[config.mk]
export PLATFORM = sky130hd
export DESIGN_NAME = microc_stack
export DESIGN_NICKNAME = d
export VERILOG_FILES = /design/src/rtl/microc_stack.sv
export SDC_FILE = /design/constraint.sdc
export NUM_CORES = 1
export LEC_CHECK = 0
export CORE_MARGIN = 2
export CORE_UTILIZATION = 61
export DETAILED_ROUTE_END_ITERATION = 16
export GPL_ROUTABILITY_DRIVEN = 0
export GPL_TIMING_DRIVEN = 0
export HOLD_SLACK_MARGIN = 0.08
export PLACE_DENSITY = 0.9
export SYNTH_ARGS = -nofsm -noshare
export SYNTH_HDL_FRONTEND = slang
export SYNTH_SLANG_ARGS = --single-unit
export TNS_END_PERCENT = 50
[constraint.sdc]
create_clock -name clk -period 8.1 [get_ports clk]
set_input_delay 1.62 -clock clk [delete_from_list [all_inputs] [get_ports clk]]
set_output_delay 1.62 -clock clk [all_outputs]
set_load 0.02 [all_outputs]
[src/rtl/microc_stack.sv]
// microc_stack: single-cycle microcontroller datapath with a hardware call/return stack
// Ports: clk/reset (sync, active-high)/en (stall); imem_addr/imem_data instruction fetch;
// Opcode to control unit; s_inc/s_inm/we/wez/ALUOp/push/pop control strobes;
// zero (registered), alu_y (combinational), sp_count, sticky stack_ovf/stack_unf.
module microc_stack #(
  parameter int DATA_W      = 8,
  parameter int PC_W        = 10,
  parameter int STACK_DEPTH = 4,
  parameter int SP_W        = $clog2(STACK_DEPTH + 1)
) (
  input  logic              clk,
  input  logic              reset,
  input  logic              en,
  output logic [PC_W-1:0]   imem_addr,
  input  logic [15:0]       imem_data,
  output logic [5:0]        Opcode,
  input  logic              s_inc,
  input  logic              s_inm,
  input  logic              we,
  input  logic              wez,
  input  logic [2:0]        ALUOp,
  input  logic              push,
  input  logic              pop,
  output logic              zero,
  output logic [DATA_W-1:0] alu_y,
  output logic [SP_W-1:0]   sp_count,
  output logic              stack_ovf,
  output logic              stack_unf
);
  localparam logic [SP_W-1:0] FULL = SP_W'(STACK_DEPTH);
  // sized to the full sp index range so sp_q can index it directly; entries past FULL are never written
  logic [PC_W-1:0]   stack_q [2**SP_W];
  logic [DATA_W-1:0] rf_q [16];
  logic [PC_W-1:0]   pc_q, pc_d, pc_inc;
  logic [SP_W-1:0]   sp_q, sp_d;
  logic [DATA_W-1:0] rd1, rd2, wd;
  logic              zero_q, ovf_q, unf_q, do_pop, do_push;
  assign imem_addr = pc_q;
  assign Opcode    = imem_data[15:10];
  assign zero      = zero_q;
  assign sp_count  = sp_q;
  assign stack_ovf = ovf_q;
  assign stack_unf = unf_q;
  always_comb begin
    rd1 = rf_q[imem_data[11:8]];
    rd2 = rf_q[imem_data[7:4]];
    alu_y = rd1;
    case (ALUOp)
      3'b001:  alu_y = ~rd1;
      3'b010:  alu_y = rd1 + rd2;
      3'b011:  alu_y = rd1 - rd2;
      3'b100:  alu_y = rd1 & rd2;
      3'b101:  alu_y = rd1 | rd2;
      3'b110:  alu_y = -rd1;
      3'b111:  alu_y = -rd2;
      default: alu_y = rd1;
    endcase
    wd = s_inm ? DATA_W'(imem_data[11:4]) : alu_y;
    pc_inc = pc_q + PC_W'(1);
    do_pop = pop && sp_q != '0;
    do_push = push && !pop && sp_q != FULL;
    // an underflowing pop still falls through to PC+1 rather than the jump target
    pc_d = do_pop ? stack_q[sp_q - SP_W'(1)] : (pop || s_inc) ? pc_inc : imem_data[PC_W-1:0];
    sp_d = do_pop ? sp_q - SP_W'(1) : do_push ? sp_q + SP_W'(1) : sp_q;
  end
  always_ff @(posedge clk) begin
    if (reset) begin
      pc_q   <= '0;
      sp_q   <= '0;
      zero_q <= 1'b0;
      ovf_q  <= 1'b0;
      unf_q  <= 1'b0;
      for (int i = 0; i < 16; i++) rf_q[i] <= '0;
    end else if (en) begin
      pc_q <= pc_d;
      sp_q <= sp_d;
      if (wez) zero_q <= alu_y == '0;
      // R0 is never written, so its reset value keeps it reading as zero
      if (we && imem_data[3:0] != 4'd0) rf_q[imem_data[3:0]] <= wd;
      if (pop && sp_q == '0) unf_q <= 1'b1;
      if (push && !pop && sp_q == FULL) ovf_q <= 1'b1;
    end
  end
  always_ff @(posedge clk) begin
    if (en && do_push) stack_q[sp_q] <= pc_inc;
  end
endmodule

## After elaboration in Yosys (flattened, before gate mapping)

Memory sizes are Yosys's and may differ from the RTL's.
Index checks and enable logic that the tools add are counted.
Widths: inputs -> output; s select.

| storage, ports and cells | value |
|---|---|
| register bits after elaboration | 16 |
| memory bits (writable) | 208 |
| input port bits | 28 |
| output and inout port bits | 30 |
| word-level logic and storage cells | 62 |
| memories | 2 |

Memories:

| name | words | bits a word | read ports | clocked after Yosys merged registers in | wr ports | RTL line | source |
|---|---|---|---|---|---|---|---|
| rf_q | 16 | 8 | 2 | 0 | 16 | 33 | `logic [DATA_W-1:0] rf_q [16];` |
| stack_q | 8 | 10 | 1 | 0 | 1 | 32 | `logic [PC_W-1:0] stack_q [2**SP_W];` |

| cells by class | value |
|---|---|
| add/subtract/negate cells | 7 |
| equality and inequality tests | 9 |
| mux-type cells | 17 |
| bitwise operators | 3 |
| reductions and logical operators | 19 |

Operators with widths:

| cell | count |
|---|---|
| $pmux 8 s7 | 1 |
| $mux 10 | 2 |
| $mux 8 | 2 |
| $neg 8->8 | 2 |
| $eq 3x3->1 const B | 5 |
| $add 10x1->10 const B | 1 |
| $mux 1 | 9 |
| $add 8x8->8 | 1 |
| $and 8x8->8 | 1 |
| $logic_not 8->1 | 1 |
| $not 8->8 | 1 |
| $or 8x8->8 | 1 |
| $reduce_and 2->1 | 4 |
| $reduce_or 8->1 | 1 |
| $sub 8x8->8 | 1 |
| $logic_and 1x1->1 | 7 |
| $eq 3x2->1 const B | 2 |
| $mux 3 | 2 |
| $mux 4 | 1 |
| $reduce_bool 4->1 | 1 |
| $add 3x1->3 const B | 1 |
| $eq 3x1->1 const B | 1 |
| $logic_not 3->1 | 1 |
| $ne 3x3->1 const B | 1 |
| other kinds (5) | 5 |

## Longest topological paths before layout

| depth | value |
|---|---|
| depth in word-level cells | 8 |
| gate-level depth with buffers | 22 |
| depth with buffers taken out | 18 |

## Least setup slack after synthesis

Ideal clock, no wire load.

| timing path | value |
|---|---|
| kind | input port to output port |
| from | in imem_data[4] |
| to | out alu_y[7] |
| data arrival time | 5493 ps |
| data required time | 6480 ps |
| setup slack | 987 ps |
| cell stages on the path | 17 |
| path buffers | 2 |
| cells stage by stage | buf_2 buf_2 mux4_2 a22oi_1 nand3_1 inv_1 ha_1 mux2i_1 ha_1 nor2b_1 o211ai_1 nand3_1 a21oi_1 o21ai_0 xnor3_1 nor3_1 or2_2 |

| between the ends | value |
|---|---|
| cells in the longest elaborated chain, start to end | 3 |
| elaborated cells on any way between the ends | 7 |
| those cells by class | add/sub: 3; mux: 1; bitwise: 2; memory: 1 |

Ends and longest elaborated chain:

| item | RTL line | source |
|---|---|---|
| start: declaration | 15 | `input logic [15:0] imem_data,` |
| $mem_v2 16x8 * | -- |  |
| $neg 8->8 (tied with other cells) | 55 | `3'b111: alu_y = -rd2;` |
| $pmux 8 s7 * | 48 | `case (ALUOp)` |
| end: declaration | 25 | `output logic [DATA_W-1:0] alu_y,` |

Every way passes the cells marked *; elsewhere a longest branch is shown, timed or not.

## Final worst setup path

Ends and elaborated chain as after synthesis.

==> results.ini <==
[hold_path]
min_delay_path_depth=2
min_path_type=register to register

[floorplanning]
fp.dieArea_mm2=0.0208
core_area_mm2=0.0193
start_util_pct=62.0
die_x_um=144
ios=58
die_h_um=144
num_rows=51

[placement]
place_ws_ns=-1.23
dp_hpwl_um=22500
io_buffers=44

[critical_path]
end_kind=primary output
reg2reg_depth=16
cp-start-kind=primary input
crit_required_ns=6.48
crit_fanout=10
crit_arrival_ns=6.18
critPathKind=primary input to primary output

[outcome]
outcome=complete, no violations

[drt]
wirelength_um=34100
drtPass1Iterations=5
wl_per_cell_um=27.2
via_per_inst=7.14
post-route-drc-count=0
drtIter0Drc=1403
antenna_left=0
via_count=8952

[timing]
layout_min_cycle_time_ns=7.80
slew_headroom_pct=13.0
worst_slack_ns=0.301
setup_viol=0
setup_tns_ns=0
rsz0062_at_grt=no
slew_viol_final=0
max_freq_mhz=128
fin_skew_ns=0.0180
finalCritPeriodShare_pct=96.3
tightest_slew_ns=1.30
hold_viol=0

[synth]
netlist_instances=896
yosys_most_used_dff=edfxtp_1
yosys.area.top_type_share_pct=52.1
synth_largest_area_cell=edfxtp_1
netlist_area_mm2=0.0120
synthArstFlopShare_pct=0
avgSynthCellArea_um2=13.4
post_synth_num_cell_types=69
synthTopCellsByArea=edfxtp_1, mux4_2, nor2_1
synth_warnings=0
yosys_register_bits=224
synth_edf_count=208
ys_seq_area_share_pct=54.8

[grt]
antenna_found_initial=1
track_usage_pct=33.3
grt_pass1_wl_um=50700
grt_pass1_vias=8624
grt_max_degree=17
overflow=0

[layout]
drive_above_1_share_pct=16.9
regArea_mm2=0.00657
diodes=0
nNetsFinal=1019
fillers=1140
areaGrowthSynthToFinish_pct=13.3
multi_input_area_mm2=0.00511

[clocking]
numCtsBuffers=21
clock_path_buffers=3
path_clk_slew_ns=0.06
cts_tree=done
clockRootBuffer=clkbuf_16
cts_hold_buffers=0
cts_sinks=224
h-tree-depth=1
clk_latency_ns=0.51

[power_and_ir_drop]
p_per_area_mw_per_mm2=221
power_mw=3.00
ir_drop_v=0.000171
power_leakage_nw=4.82

[run]
cap_violations=0

[path summary, 6_finish.rpt]
path | slack (ns) | startpoint | endpoint
max | 0.30 | imem_data[4] | alu_y[7]
min | 0.48 | stack_ovf$_SDFFE_PP0P_ | stack_ovf$_SDFFE_PP0P_
max reg2reg | 2.72 | rf_q[15][3]$_SDFFCE_PN0P_ | rf_q[3][5]$_SDFFCE_PN0P_
min reg2reg | 0.48 | stack_ovf$_SDFFE_PP0P_ | stack_ovf$_SDFFE_PP0P_
[cell families (layout without fill, tap and decap cells)]
group           Yosys count  count (layout)  synth area share (%)
other cells               1               8                0.0313
buf+inv                  84             170                  3.09
mux                     132             132                  20.2
compound gates           97              97                  5.55
fa+ha+maj                21              21                  2.15
xor+xnor                 30              30                  2.31
flops                   224             224                  54.8
simple gates            307             307                  11.9
[final cells by class]
| class | count | area share (%) |
|---|---|---|
| buffer | 67 | 2.56 |
| clock buffer | 29 | 4.24 |
| clock inverter | 8 | 0.691 |
| inverter | 17 | 0.470 |
| multi-input combinational | 595 | 37.7 |
| sequential | 224 | 48.4 |
| tap | 265 | 2.44 |
| timing repair buffer | 49 | 3.56 |
[worst max-delay path, cell delays in order]
cell and delay (ns):
clkbuf_4 0.23, buf_6 0.25, mux4_2 0.60, a22oi_1 0.28, nand3_2 0.13, inv_1 0.11
ha_1 0.26, mux2i_2 0.21, ha_1 0.27, nor2b_1 0.14, o211ai_1 0.24, nand3_1 0.15
a21oi_1 0.18, o21ai_0 0.11, xnor3_1 0.41, nor3_4 0.21, or2_2 0.16, clkdlybuf4s50_1 0.61
[stage by stage]
step	area, um^2	instances	hold WS, ns	utilization [%]
global placement	12800	1212	0.462	66.1
CTS	13500	1252	0.484	70.0
floorplan	12000	903	0.550	-
detailed placement	12800	1214	0.470	66.3
finish	13600	1254	0.482	70.2
global route	13600	1254	0.527	70.2
[layout by cell type (no fill, tap or decap), types with 18 or more instances in the layout]
| master | n |
|---|---|
| edfxtp_1 | 208 |
| nand2_1 | 47 |
| nand2b_1 | 23 |
| mux4_2 | 82 |
| nand3_1 | 26 |
| clkbuf_16 | 21 |
| clkdlybuf4s50_1 | 42 |
| nor2_1 | 155 |
| o21ai_0 | 19 |
| clkbuf_1 | 39 |
| a21oi_1 | 18 |
| mux2i_1 | 41 |
[per-layer routing]
metal | vias to the layer above | wire length (um) | track usage (%) | part of all wire (%)
met5 | - | 12 | 0 | 0.035
met2 | 954 | 15900 | 52.9 | 47
met1 | 4211 | 11200 | 42.1 | 33
met4 | 2 | 2190 | 16.8 | 6.4
met3 | 231 | 4800 | 9.80 | 14
li1 | 3554 | - | - | -
[power by group]
part	internal (mW)	total, mW	switching (mW)	leakage, nW
Clock	0.561	0.984	0.422	0.322
Combinational	0.273	0.670	0.397	2.33
Sequential	1.31	1.35	0.0332	2.17
Total	2.15	3.00	0.852	4.82
[cell usage after synthesis (15+ instances only)]
cell / instances
xnor2_1: 17
dfxtp_1: 16
a21oi_1: 18
nand2b_1: 23
clkbuf_1: 38
nor2_1: 155
ha_1: 15
nand3_1: 28
inv_1: 17
o21ai_0: 19
mux4_2: 82
mux2i_1: 42
nand2_1: 47
edfxtp_1: 208
[registers in the layout, indices dropped and copies added (netlist names)]
signal and flops:
imem_addr 10, rf_q 128, sp_count 3, stack_ovf 1, stack_q 80, stack_unf 1, zero 1
[timing repair]
item                                    CTS  global route
endpoints found under the setup margin    7             3
buffers inserted                          1             2
pin swaps                                 1             1
hold endpoints to repair                  0             0
gates resized for setup                  21            16
cloned                                    0             0
Note: power is estimated with default switching activity, not from simulation.
==> edit 1: new RTL, same flow settings <==
Change the parameter `DATA_W` from 8 to 7.
--- a/src/rtl/microc_stack.sv
+++ b/src/rtl/microc_stack.sv
@@ -4,5 +4,5 @@
 // zero (registered), alu_y (combinational), sp_count, sticky stack_ovf/stack_unf.
 module microc_stack #(
-  parameter int DATA_W      = 8,
+  parameter int DATA_W      = 7,
   parameter int PC_W        = 10,
   parameter int STACK_DEPTH = 4,
Ports: changed (resized alu_y); port bits go from 58 to 57. The function was not compared with the original's and may differ.
==> edit 1 against the unedited design <==
Sequential cell count fell by 16. Synthesized area fell by 7.7%. Via count fell by 8.9%. Critical path type unchanged. Routed wire length fell by 7.9%. Total power fell by 6.5%. Highest routed layer unchanged. Synthesized cell count fell by 6.4%. Final area fell by 7.5%. Setup slack got worse by 0.0047 ns.
==> edit 1: results (changes against the unedited design) <==
Reg2reg setup slack: 2.78 ns (+0.06 ns)
Post-cts resize count: 8 (-62%)
Final clock skew: 0.008568 ns (-0.009459 ns)
Via-per-instance ratio: 7.033 (-1.5%)
PortBufs: 46 (+4.5%)
Reg2Reg Launch Point: rf_q[5][0]
Reg-to-Reg End: rf_q[8][6]
Reg2reg path depth: 22 (+6)
Total power: 2.804 mW (-6.5%)
Clock group total power: 0.967 mW (-2%)
DP Wirelength: 22,220 um (-1.2%)
Routed WL per cell: 27.09 um (-0.39%)
Final Non-Filler Cells: 1,160 (-7.5%)
Setup crit end: alu_y[6]
Layout net count: 961 (-5.7%)
First-pass GRT wire length: 47,530 um (-6.2%)
Seq/Total Area, Yosys: 0.5502 (+0.002013)
Placed cells: 1,120 (-7.7%)
Gate Count Post-Synth: 839 (-6.4%)
Commonest cells in the netlist: edfxtp_1, nor2_1, mux4_2
Global-route track usage on met2: 0.5354 (+0.006362)
Met1 WL: 10,100 um (-9.5%)
Iteration-0 DRC Markers: 1,222 (-13%)
Post-synth cell types: 64 (-7.2%)
Maximum vdd drop: 0.2612 mV (+53%)
Met2 wire len: 15,080 um (-5.4%)
Placed cell area: 11,840 um^2 (-7.6%)
DRT Pass-1 Iters: 11 (+6)
Worst path max stage delay: 0.55 ns (-0.06 ns)
Status: completed
Switching Share: 0.2762 (-0.007811)
Share of layout cells above drive strength 1: 0.1536 (-0.01526)
Max FFs per register: 112 (-13%)
Final Worst Setup Slack: 0.2965 ns (-0.004659 ns)
edit 1: logic make-up after synthesis:
| group | share of synthesized area |
|---|---|
| simple gates | 0.1168 |
| flops | 0.5502 |
| mux | 0.2025 |
| compound gates | 0.05961 |
| buf+inv | 0.03212 |
| xor+xnor | 0.01900 |
| fa+ha+maj | 0.01946 |
| other cells | 0.0003390 |
edit 1: worst min path at each step:
stage | startpoint | slack (ns) | depth (start not counted) | endpoint
2_1_floorplan | zero | 0.57 | 2 | zero
3_3_place_gp | stack_ovf | 0.46 | 2 | stack_ovf
3_5_place_dp | stack_unf | 0.48 | 2 | stack_unf
4_1_cts | stack_ovf | 0.50 | 2 | stack_ovf
5_1_grt | stack_ovf | 0.52 | 2 | stack_ovf
6_report | stack_ovf | 0.50 | 2 | stack_ovf
edit 1: cell type report:
class                      count  area, um^2
sequential                   208        6086
buffer                        53       281.5
inverter                      19       71.32
fill                        1148        5344
timing repair buffer          52       508.0
tap                          229       286.5
clock inverter                 9       118.9
clock buffer                  27       548.0
multi-input combinational    563        4658
==> edit 2: new RTL, same settings <==
Made on the original files. Put one more register stage on the output `sp_count`. The value now appears one clock later. The other outputs are not delayed to match. Comments in the files are not updated.
--- a/src/rtl/microc_stack.sv
+++ b/src/rtl/microc_stack.sv
@@ -39,5 +39,7 @@
   assign Opcode    = imem_data[15:10];
   assign zero      = zero_q;
-  assign sp_count  = sp_q;
+  always_ff @(posedge clk) begin
+    sp_count <= sp_q;
+  end
   assign stack_ovf = ovf_q;
   assign stack_unf = unf_q;
Function: changed (a bounded check fails within 4 cycles, from zero or initial values and one cycle with reset high).
==> edit 2 against the unedited design <==
Synthesized area is 1.4% higher. Critical path depth is 3 higher. Global-route usage is 0.13 points higher. Total power is 1.1% higher. Core utilization is 0.19 points lower. Count of clock-buffer cells in the layout is 1 lower. Routed wire length is 4.2% higher. Sequential cell count is 3 higher. Setup slack worse by 0.24 ns. Cell count hardly changed. Fmax is 3.0% lower. Worst hold slack worse by 0.10 ns. Final area is 0.72% higher. First-iteration DRC count is 14% higher. Largest cell class unchanged. Largest power group unchanged.
==> edit 2: results (changes against the unedited design) <==
Multi-input gate count: 594 (-0.17%)
Final clock skew: 0.02292 ns (+0.004890 ns)
Clock buffer count: 28 (-3.4%)
GR Layer Usage met3: 0.09308 (-0.004931)
Synth async-reset ratio: 0 (unchanged)
Met1 WL: 11,460 um (+2.7%)
Commonest cells in the netlist: edfxtp_1, nor2_1, mux4_2
First-pass GRT wire length: 52,960 um (+4.5%)
Leak pwr: 4.818 nW (about the same)
Setup crit end: alu_y[6]
Fill count: 1,231 (+8.0%)
Worst hold slack: 0.3791 ns (-0.1027 ns)
Vias in the first global route: 8,976 (+4.1%)
Slew at the pin closest to its max-slew limit: 1.234 ns (-0.06593 ns)
Reg2reg path depth: 18 (+2)
Met1 Track Usage GR: 0.4202 (-0.001085)
Final Worst Setup Slack: 0.06318 ns (-0.2380 ns)
Routed WL per cell: 28.30 um (+4.1%)
Non-CTS buffers: 109 (-6.0%)
DR top layer: met4
Initial antenna violation count: 0 (-1)
Status: completed
Hold depth: 0 (-2)
Share of layout cells above drive strength 1: 0.1781 (+0.009280)
Met3 WL: 5344 um (+11%)
Clock sink total: 227 (+1.3%)
Reg-to-Reg End: rf_q[1][4]
Logic inverters: 19 (+2)
Synth top area cells: edfxtp_1, mux4_2, nor2_1
Maximum vdd drop: 0.1496 mV (-12%)
NonClk Buf Share: 0.05721 (-0.004007)
Reg2Reg Launch Point: rf_q[3][0]
Clk pin slew, worst setup/hold paths: 0.06 ns (about the same)
Tot GR Track Use: 0.3340 (+0.001308)
Critical Path AT: 6.42 ns (+0.24 ns)
Area of the multi-input gates: 5167 um^2 (+1.1%)
Clk buf depth: 3 (unchanged)
Max FFs per register: 128 (unchanged)
Global-route track usage on met2: 0.5348 (+0.005689)
Largest net degree at the start of global routing: 16 (-1)
Reg2reg setup slack: 2.47 ns (-0.25 ns)
Clock network share of area: 0.05016 (+0.0008378)
CTS Buf Count: 22 (+4.8%)
Place WS: -0.4478 ns (+0.7868 ns)
Worst Hold End: sp_count[2]
DP Wirelength: 23,960 um (+6.6%)
Worst setup startpoint: imem_data[5]
PortBufs: 42 (-4.5%)
Hold Path Origin: sp_q[2]
Switching Share: 0.2926 (+0.008619)
Iteration-0 DRC Markers: 1,596 (+14%)
Layout net count: 1,017 (-0.20%)
DRT Pass-1 Iters: 7 (+2)
Met2 wire len: 16,440 um (+3.1%)
CP max FO: 10 (unchanged)
Seq/Total Area, Yosys: 0.5457 (-0.002453)
Antenna cells: 2 (+2)
Seq/total area: 0.4848 (+0.0009393)
Via-per-instance ratio: 7.241 (+1.4%)
-- edit 2: changes by cell type in the layout (fill, tap and decap cells not counted), moves of 5 or more --
cell	delta
mux4_2	+6
a22oi_1	-8
o21ai_0	-5
a21oi_1	+11
nor2_1	-13
-- edit 2: timing repair --
action | in CTS | in global routing
setup buffers | 0 | 0
setup endpoints to repair | 4 | 4
cloned | 0 | 0
gates resized for setup | 7 | 9
-- edit 2: stage by stage --
stage	instances	cell area [um^2]	TNS (ns)
final	1255	13670	0
after detailed placement	1214	12930	-0.9557
after floorplan	907	12170	0
after global routing	1253	13660	-0.03987
after CTS	1253	13630	0
after global placement	1214	12920	-0.8860
-- edit 2: power groups by stage --
stage               Combinational (mW)  Sequential, mW  Clock [mW]
floorplan                        0.433            1.38           0
global placement                 0.616            1.38           0
detailed placement               0.637            1.38           0
CTS                              0.648            1.36       0.985
global route                     0.703            1.36        1.03
finish                           0.673            1.36       0.998
-- edit 2: critical path, stage by stage --
cell and delay (ns):
buf_2 0.23, buf_6 0.23, buf_4 0.29, buf_6 0.24, mux4_2 0.38, nand3_1 0.15
nand4_1 0.22, inv_1 0.21, ha_1 0.21, inv_1 0.10, a2111oi_2 0.35, a21o_1 0.15
xor2_1 0.07, ha_1 0.37, nor3b_1 0.21, o211ai_1 0.11, o311ai_0 0.13, o211a_1 0.23
a211oi_1 0.06, a21oi_2 0.21, clkdlybuf4s50_1 0.65
-- edit 2: cell families after synthesis --
group	count (synthesis)	synth area share
compound gates	104	0.05884
xor+xnor	30	0.02226
fa+ha+maj	20	0.02040
buf+inv	86	0.03421
flops	227	0.5457
mux	143	0.2098
other cells	1	0.0003088
simple gates	289	0.1085
